--- config.mk ---
export PLATFORM = sky130hd
export DESIGN_NAME = door_request_ctrl
export DESIGN_NICKNAME = d
export VERILOG_FILES = /design/src/rtl/door_request_ctrl.sv
export SDC_FILE = /design/constraint.sdc
export NUM_CORES = 1
export LEC_CHECK = 0
export ABC_AREA = 1
export CORE_ASPECT_RATIO = 0.9
export CORE_MARGIN = 1.5
export CORE_UTILIZATION = 39
export CTS_BUF_LIST = sky130_fd_sc_hd__clkbuf_4
export CTS_CLUSTER_DIAMETER = 200
export DETAILED_ROUTE_END_ITERATION = 10
export PLACE_DENSITY = 0.69
export SLEW_MARGIN = 20
export SYNTH_ARGS = -nofsm -noshare
export SYNTH_HDL_FRONTEND = slang
export SYNTH_SLANG_ARGS = --single-unit
--- constraint.sdc ---
create_clock -name clk -period 1.7 [get_ports clk]
set_input_delay 0.255 -clock clk [delete_from_list [all_inputs] [get_ports clk]]
set_output_delay 0.255 -clock clk [all_outputs]
set_load 0.005 [all_outputs]
--- src/rtl/door_request_ctrl.sv ---
// Elevator request register and door sequencer: latches call buttons, detects stops,
// times the door open/close cycle and holds the motion algorithm while the door is busy.
module door_request_ctrl #(
    parameter int unsigned T_ABIERTA = 8,
    parameter int unsigned T_CIERRE  = 3
) (
    input  logic       clk,
    input  logic       reset,
    input  logic [9:0] botones,
    input  logic [3:0] estado,
    input  logic       obstaculo,
    output logic [9:0] s,
    output logic       esperar,
    output logic       puerta_abierta
);

    localparam int unsigned T_MAX = (T_ABIERTA > T_CIERRE) ? T_ABIERTA : T_CIERRE;
    localparam int unsigned CW    = ($clog2(T_MAX) < 1) ? 1 : $clog2(T_MAX);
    localparam logic [CW-1:0] LD_ABIERTA = CW'(T_ABIERTA - 1);
    localparam logic [CW-1:0] LD_CIERRE  = CW'(T_CIERRE - 1);

    typedef enum logic [1:0] {
        CERRADA,
        ABIERTA,
        CERRANDO
    } door_state_t;

    // Requests served when the cabin stops at a floor heading in a given direction.
    function automatic logic [9:0] served_mask(input logic [1:0] floor, input logic up);
        logic [9:0] m;
        m = '0;
        case (floor)
            2'd0:    m = 10'h041;
            2'd1:    m = up ? 10'h084 : 10'h082;
            2'd2:    m = up ? 10'h110 : 10'h108;
            default: m = 10'h220;
        endcase
        return m;
    endfunction

    function automatic logic [9:0] opposite_mask(input logic [1:0] floor, input logic up);
        logic [9:0] m;
        m = '0;
        case (floor)
            2'd1:    m = up ? 10'h002 : 10'h004;
            2'd2:    m = up ? 10'h008 : 10'h010;
            default: m = '0;
        endcase
        return m;
    endfunction

    door_state_t   r_state;
    door_state_t   w_next;
    logic [CW-1:0] r_cnt;
    logic [CW-1:0] w_cnt_next;
    logic          r_mov_prev;
    logic [9:0]    r_s;
    logic          r_puerta;

    logic          w_moving;
    logic          w_parada;
    logic [9:0]    w_mask;
    logic [9:0]    w_opp;
    logic          w_llamada;
    logic          w_busy;
    logic          w_clr_en;
    logic [9:0]    w_clr;

    assign w_moving = estado[3];
    assign w_parada = r_mov_prev & ~w_moving;
    assign w_mask   = served_mask(estado[1:0], estado[2]);
    assign w_opp    = opposite_mask(estado[1:0], estado[2]);
    assign w_busy   = (r_state != CERRADA);

    // Opposite-direction hall calls only open the door on a fresh press; a pending one
    // is left for the algorithm so it cannot hold the door open indefinitely.
    assign w_llamada = ~w_moving & ((|((botones | r_s) & w_mask)) | (|(botones & w_opp)));

    // Clearing covers the opening cycle too, so a press that opens the door is absorbed.
    assign w_clr_en = w_parada | (~w_moving & (w_busy | w_llamada));
    assign w_clr    = w_clr_en ? w_mask : '0;

    always_comb begin
        w_next     = r_state;
        w_cnt_next = r_cnt;
        case (r_state)
            CERRADA: begin
                if (w_parada | w_llamada) begin
                    w_next     = ABIERTA;
                    w_cnt_next = LD_ABIERTA;
                end
            end
            ABIERTA: begin
                if (obstaculo | w_llamada) begin
                    w_cnt_next = LD_ABIERTA;
                end else if (r_cnt == '0) begin
                    w_next     = CERRANDO;
                    w_cnt_next = LD_CIERRE;
                end else begin
                    w_cnt_next = r_cnt - 1'b1;
                end
            end
            CERRANDO: begin
                if (obstaculo | w_llamada) begin
                    w_next     = ABIERTA;
                    w_cnt_next = LD_ABIERTA;
                end else if (r_cnt == '0) begin
                    w_next     = CERRADA;
                end else begin
                    w_cnt_next = r_cnt - 1'b1;
                end
            end
            default: begin
                w_next     = CERRADA;
                w_cnt_next = '0;
            end
        endcase
    end

    always_ff @(posedge clk or posedge reset) begin
        if (reset) begin
            r_state    <= CERRADA;
            r_cnt      <= '0;
            r_mov_prev <= 1'b0;
            r_s        <= '0;
            r_puerta   <= 1'b0;
        end else begin
            r_state    <= w_next;
            r_cnt      <= w_cnt_next;
            r_mov_prev <= w_moving;
            r_s        <= (r_s | botones) & ~w_clr;
            r_puerta   <= (w_next != CERRADA);
        end
    end

    assign s              = r_s;
    assign puerta_abierta = r_puerta;
    assign esperar        = w_busy | w_parada | (~w_busy & w_llamada);

    a_no_motion_with_door_open: assert property (
        @(posedge clk) disable iff (reset)
        !(w_moving && !r_mov_prev && (r_state != CERRADA))
    );

endmodule

==> results.md, run 1 <==
* I/O pin count at 29
* Final setup TNS at -75.4 ps
* Clock power frac at 0.183
* Dpl cells at between 200 and 250
* Initial DRT Pass Iterations at 4
* Worst-path clk slew at roughly 100 ps
* CP arrival at around 1500 ps
* Worst Setup Path Type: flip-flop to primary output
* Root buffer cell: clkbuf_4
* Pleak at about 0.82 nW
* Clock latency at the later pin of the worst-skew pair at between 200 and 300 ps
* Max-Cap Viols at 0
* Reg2reg setup slack at about 40 ps
* Critical Path RT at around 1400 ps
* Final net count at between 200 and 250
* Worst R2R Start: s[2]$_DFF_PP0_
* Internal power at between 800 and 900 uW
* Cts hold-fix bufs at 0
* Final hold vios at 0
* DPL Wire Length at 2050 um
* Unrepaired setup endpoints after global routing: true
* DR DRC count at 0
* Initial antenna violation count at 0
* Fill cell count at roughly 220
* Outcome: finished, violations left
* Slew HR at 0.806
* Gr usage total at 0.205
* Worst setup EP type: primary output
* Reg2Reg Depth at 12
* Synth top area cells: dfrtp_1 (39%), nand2_1 (14%), inv_1 (8.3%), nor2_1 (7.6%), ha_1 (7.0%)
* Mapped Area at between 1000 and 1500 sq um
* Largest net degree at the start of global routing at 18
* Global-route wire length before repair at about 4700 um
* Startpoint Class: flip-flop
* Min cycle time layout at ~1800 ps
* Effective utilization at floorplan at 0.427
* PD cells at 759 nW/um^2
* Final slew viol count at 0
* Core box area at approximately 2500 sq um
* H-Tree Level Count at 1
* CP Max Fanout at 2
* Switching share of power at 0.339
* Least-Margin Pin Slew at 290 ps
* Post-synthesis sequential area ratio at 0.394
* P_sw at 430 uW
* Comb power frac at 0.410
* YS warnings at 0
* Final period util at 1.04
* Vias per cell at just under 5
* Most common cell in the netlist: nand2_1
* Distinct cells, synth at 22
* Die X at just under 60 um
* Layout cells sized above 1 at 0.281
* Initial DRC count at 21
* P&R area growth vs syn at 54.7%
* CTS buffer count at 3
* R2R Path End: r_cnt[2]$_DFFE_PP0P_
* Syn Nets at ~170
* CTS tree: yes
* Synth cell count leaders: nand2_1 (39), inv_1 (24), nor2_1 (22)
* Vias in the first global route at 1,079
* Pre-CTS setup slack at -761 ps
* Worst min-delay path class: primary input to async pin
* F_max at around 0.56 GHz
* # diodes at 0
* Worst Skew at slightly above 4 ps
* Final instance area at between 1500 and 2000 sq um
* Top cell type's share of synthesized area at 0.394
* Fin cells at about 230
* Num rows at 17
* Final ANT Viol Nets at 0
* Longest Clk Path Bufs at 2
* Worst VDD drop at roughly 0.56 mV
* Worst Slack Setup Final at -75.4 ps
* Most common flop cell mapped by yosys: dfrtp_1
* Synth Register Bits at 17
* Post-synth EDFFs at 0
* Placed Area at between 1500 and 2000 sq um
* Failing checks: negative setup slack
* Finish-stage setup viols at 1
* Synth area leader: dfrtp_1
* GPL Wtd Cong at about 0.86
* Drt total wl at roughly 2800 um
* Via count at between 1,000 and 1,500
* I/O Buffers at 28
* Overflow after GRT at 0
* Die Y at around 53 um
* Routed WL per cell at between 10 and 15 um
* Syn Area/Cell at 7.40 sq um
* Sequential Power Share at 0.407
* CTS Sinks at 17
* Die area at between 3000 and 4000 sq um
* Mapped Cells at between 100 and 150
* Tot Pwr at 1.27 mW
* Fraction of registers with async set/reset at 1.00
## worst max path at each step
stage | from | end | slack, ps | cells past startpoint
after floorplan | estado[0] | r_cnt[0]$_DFFE_PP0P_ | 190 | 14
after global placement | estado[0] | esperar | -720 | 12
after detailed placement | estado[0] | esperar | -760 | 12
after CTS | s[2]$_DFF_PP0_ | esperar | -100 | 8
after global routing | s[2]$_DFF_PP0_ | esperar | -150 | 8
final | s[2]$_DFF_PP0_ | esperar | -80 | 8
## logic make-up (layout without fill, tap and decap cells)
family | after synthesis | in the layout | share of synthesized area
AO/OA/AOI/OAI | 13 | 13 | 0.0765
adder cells (fa/ha/maj) | 6 | 6 | 0.0695
AND/OR/NAND/NOR | 83 | 83 | 0.360
XOR/XNOR | 1 | 1 | 0.00811
flip-flops | 17 | 17 | 0.394
buffers and inverters | 26 | 83 | 0.0915
## area by class of cell
cell class | count | area (sq um) | share of cell area
multi-input cells | 103 | 608 | 0.364
repair buffers | 54 | 478 | 0.286
flip-flops and latches | 17 | 425 | 0.255
inverters | 25 | 93.8 | 0.0562
well taps | 28 | 35.0 | 0.0210
clock buffers | 4 | 30.0 | 0.0180
## flip-flops by register name, summed over array words and instances (netlist names)
| register | flops |
|---|---|
| r_mov_prev | 1 |
| r_cnt | 3 |
| s | 10 |
| puerta_abierta | 1 |
| r_state | 2 |
## per-layer routing
layer / wire [um] / global-route usage / vias to the layer above
met3: 146 / 0.0587 / 7
met1: 1210 / 0.242 / 516
met4: 41 / 0.0620 / 0
li1: - / - / 568
met5: 0 / 0 / -
met2: 1390 / 0.361 / 24
## power by group through the flow
| stage | combinational (mW) | sequential [mW] | clock [mW] |
|---|---|---|---|
| 3_3_place_gp | 0.486 | 0.516 | 0 |
| 6_report | 0.520 | 0.515 | 0.233 |
| 5_1_grt | 0.581 | 0.522 | 0.259 |
| 3_5_place_dp | 0.498 | 0.519 | 0 |
| 2_1_floorplan | 0.294 | 0.510 | 0 |
| 4_1_cts | 0.515 | 0.513 | 0.241 |
## worst max-delay path, cell delays in order, from the launching register on
cell     delay, ps
dfrtp_1        390
or2_1          250
nand2_1         80
nand2_1         60
nor2_2         100
nand3_2        100
nand2_4        100
nand2_8         50
buf_6          110
## per-stage QoR
step / utilization / hold slack [ps]
2_1_floorplan: - / 181
3_3_place_gp: 0.603 / 467
3_5_place_dp: 0.603 / 476
4_1_cts: 0.650 / 281
5_1_grt: 0.660 / 286
6_report: 0.660 / 268
## repair_timing
item | in CTS | in global routing
pin swaps | 7 | 1
gates resized for setup | 22 | 7
endpoints found under the setup margin | 17 | 12
setup buffers | 7 | 1
## layout by cell type, fill, tap and decap left out
cell type	netlist	routed
a21boi_0	2	2
a21boi_1	1	1
a21oi_1	2	2
a31oi_1	4	4
buf_4	0	26
buf_6	0	1
clkbuf_4	0	4
clkdlybuf4s15_2	0	2
clkdlybuf4s50_1	0	24
dfrtp_1	17	17
dlygate4sd2_1	0	1
ha_1	6	3
ha_2	0	1
ha_4	0	2
inv_1	24	21
inv_2	1	4
nand2_1	39	39
nand2_4	3	3
nand2_8	1	1
nand3_1	10	10
nand3_2	2	2
nand4_1	1	1
nor2_1	22	14
nor2_2	3	10
nor2_4	0	1
nor3_1	1	1
o21a_1	2	2
o21ai_0	2	2
or2_1	1	1
xnor2_1	1	1
No activity file was read; power rests on OpenSTA's default activity.
==> run 2, diff against run 1 <==
--- a/config.mk
+++ b/config.mk
@@ -6,6 +6,7 @@
 export NUM_CORES = 1
 export LEC_CHECK = 0
 export ABC_AREA = 1
+export CAP_MARGIN = 20
 export CORE_ASPECT_RATIO = 0.9
 export CORE_MARGIN = 1.5
 export CORE_UTILIZATION = 39
==> results of run 2 <==
No change in the layout: final DEF, timing and power equal those of run 1.
==> run 3, diff against run 2 <==
--- a/config.mk
+++ b/config.mk
@@ -14,6 +14,7 @@
 export CTS_CLUSTER_DIAMETER = 200
 export DETAILED_ROUTE_END_ITERATION = 10
 export PLACE_DENSITY = 0.69
+export SKIP_CTS_REPAIR_TIMING = 1
 export SLEW_MARGIN = 20
 export SYNTH_ARGS = -nofsm -noshare
 export SYNTH_HDL_FRONTEND = slang
==> constraint.sdc (replaced) <==
create_clock -name clk -period 1.7 [get_ports clk]
set_input_delay 0.34 -clock clk [delete_from_list [all_inputs] [get_ports clk]]
set_output_delay 0.34 -clock clk [all_outputs]
set_load 0.005 [all_outputs]
==> results.md, run 3 (same netlist as run 1, synthesis figures left out) <==
* Initial antenna violation count at 0 (unchanged)
* Die area at 3090 sq um (unchanged)
* CTS Sinks at 17 (unchanged)
* PD cells at 763 nW/um^2 (was 759 nW/um^2)
* Flip-flop count of the largest register after layout at 10 (unchanged)
* Outcome: finished, violations left (unchanged)
* Worst VDD drop at 0.606 mV (was 0.559 mV)
* P&R area growth vs syn at 55.5% (was 54.7%)
* Pre-CTS setup slack at -942 ps (was -761 ps)
* Root buffer cell: clkbuf_4 (unchanged)
* Worst Setup Path Type: primary input to primary output (was flip-flop to primary output)
* Overflow after GRT at 0 (unchanged)
* CP arrival at 1570 ps (was 1520 ps)
* Layout cells sized above 1 at 0.296 (was 0.281)
* Routed WL per cell at 11.9 um (was 12.1 um)
* Internal power at 843 uW (was 837 uW)
* Commonest non-fill, non-tap cells in the layout: nand2_1 (38), buf_4 (26), inv_1 (22) (was nand2_1 (39), buf_4 (26), clkdlybuf4s50_1 (24))
* Worst Slack Setup Final at -214 ps (was -75.4 ps)
* DPL Wire Length at 2080 um (was 2050 um)
* Die Y at 52.9 um (unchanged)
* CP startpoint: botones[5] (was s[2]$_DFF_PP0_)
* Worst-path clk slew at 90 ps (was 100 ps)
* Fin cells at 231 (unchanged)
* Effective utilization at floorplan at 0.427 (unchanged)
* Fill cell count at 220 (was 222)
* Die X at 58.5 um (unchanged)
* Final setup TNS at -441 ps (was -75.4 ps)
* Vias in the first global route at 1,005 (was 1,079)
* CP Max Fanout at 2 (unchanged)
* Gr usage total at 0.182 (was 0.205)
* GPL Wtd Cong at 0.860 (was 0.858)
* Worst min-delay path class: primary input to async pin (unchanged)
* Worst setup EP type: primary output (unchanged)
* Largest net degree at the start of global routing at 18 (unchanged)
* I/O Buffers at 28 (unchanged)
* Reg2reg setup slack at -60 ps (was 40 ps)
* Final core occ at 0.663 (was 0.660)
* Switching share of power at 0.342 (was 0.339)
* Global-route wire length before repair at 4140 um (was 4710 um)
* Drt total wl at 2760 um (was 2790 um)
* Failing checks: negative setup slack (unchanged)
* Hold_ws at 353 ps (was 268 ps)
* Vias per cell at 4.77 (was 4.83)
* Via count at 1,103 (was 1,115)
* Worst R2R Start: s[7]$_DFF_PP0_ (was s[2]$_DFF_PP0_)
* CTS tree: yes (unchanged)
* Pleak at 0.864 nW (was 0.819 nW)
* Sequential Power Share at 0.400 (was 0.407)
* Least-Margin Pin Slew at 350 ps (was 290 ps)
* # diodes at 0 (unchanged)
* R2R Path End: r_cnt[2]$_DFFE_PP0P_ (unchanged)
* Core box area at 2530 sq um (unchanged)
* Clock power frac at 0.178 (was 0.183)
* CTS buffer count at 3 (unchanged)
* Initial DRT Pass Iterations at 4 (unchanged)
* P_sw at 438 uW (was 430 uW)
* Initial DRC count at 28 (was 21)
* Unrepaired setup endpoints after global routing: true (unchanged)
* Final instance area at 1680 sq um (was 1670 sq um)
* Placed Area at 1550 sq um (was 1530 sq um)
* Dpl cells at 222 (was 219)
* Final hold vios at 0 (unchanged)
* F_max at 0.523 GHz (was 0.563 GHz)
* Tot Pwr at 1.28 mW (was 1.27 mW)
* Finish-stage setup viols at 5 (was 1)
* Critical Path RT at 1360 ps (was 1440 ps)
* Max-Cap Viols at 0 (unchanged)
* Commonest non-fill, non-tap cell in the layout: nand2_1 (unchanged)
* Startpoint Class: primary input (was flip-flop)
* Reg2Reg Depth at 14 (was 12)
* Slew HR at 0.765 (was 0.806)
* I/O pin count at 29 (unchanged)
* Num rows at 17 (unchanged)
* Crit path to: esperar (unchanged)
* H-Tree Level Count at 1 (unchanged)
* Longest Clk Path Bufs at 2 (unchanged)
* Final slew viol count at 0 (unchanged)
* Clock latency at the later pin of the worst-skew pair at 290 ps (about the same)
* Final period util at 1.13 (was 1.04)
* Final net count at 227 (unchanged)
* Min cycle time layout at 1910 ps (was 1780 ps)
* DR DRC count at 0 (unchanged)
* Worst Skew at 5.95 ps (was 4.13 ps)
* Comb power frac at 0.421 (was 0.410)
* Final ANT Viol Nets at 0 (unchanged)
==> run 3: changes by cell type in the layout (fill, tap and decap cells not counted), sizes merged <==
cell,delta
clkbuf,+2
clkdlybuf4s50,-5
clkdlybuf4s15,-2
dlygate4sd2,-1
dlymetal6s2s,+6
==> run 3: power by group through the flow <==
stage	clock network, mW	logic, mW	registers [mW]
floorplan	0	0.294	0.510
detailed placement	0	0.514	0.516
CTS	0.239	0.515	0.510
finish	0.229	0.540	0.513
global placement	0	0.496	0.514
global route	0.263	0.603	0.521
==> run 3: worst max-delay path, cell delays in order <==
cell             delay, ps
clkdlybuf4s50_1        420
nor2_2                 140
nand2_1                 70
nand2_1                 50
nand2_1                 60
nor2_2                 120
nand3_2                100
nand2_4                110
nand2_8                 50
clkbuf_2               100
==> run 3: final cells by class <==
type | instances | area, sq um | area share
clock buffer | 4 | 30.0 | 0.0179
tap | 28 | 35.0 | 0.0209
sequential | 17 | 425 | 0.253
multi-input combinational | 103 | 613 | 0.365
timing repair buffer | 54 | 482 | 0.287
inverter | 25 | 93.8 | 0.0559
==> run 3: metal layers <==
layer	part of all wire	GRT usage
met4	0.0065	0.0698
met2	0.49	0.311
met1	0.45	0.215
met5	0	0
met3	0.058	0.0513
==> run 3: worst min-delay path by stage <==
stage,cells after the start,to
finish,3,r_cnt[2]$_DFFE_PP0P_
global route,3,r_cnt[2]$_DFFE_PP0P_
CTS,3,r_cnt[2]$_DFFE_PP0P_
detailed placement,2,r_cnt[1]$_DFFE_PP0P_
global placement,2,r_cnt[1]$_DFFE_PP0P_
floorplan,1,puerta_abierta$_DFF_PP0_
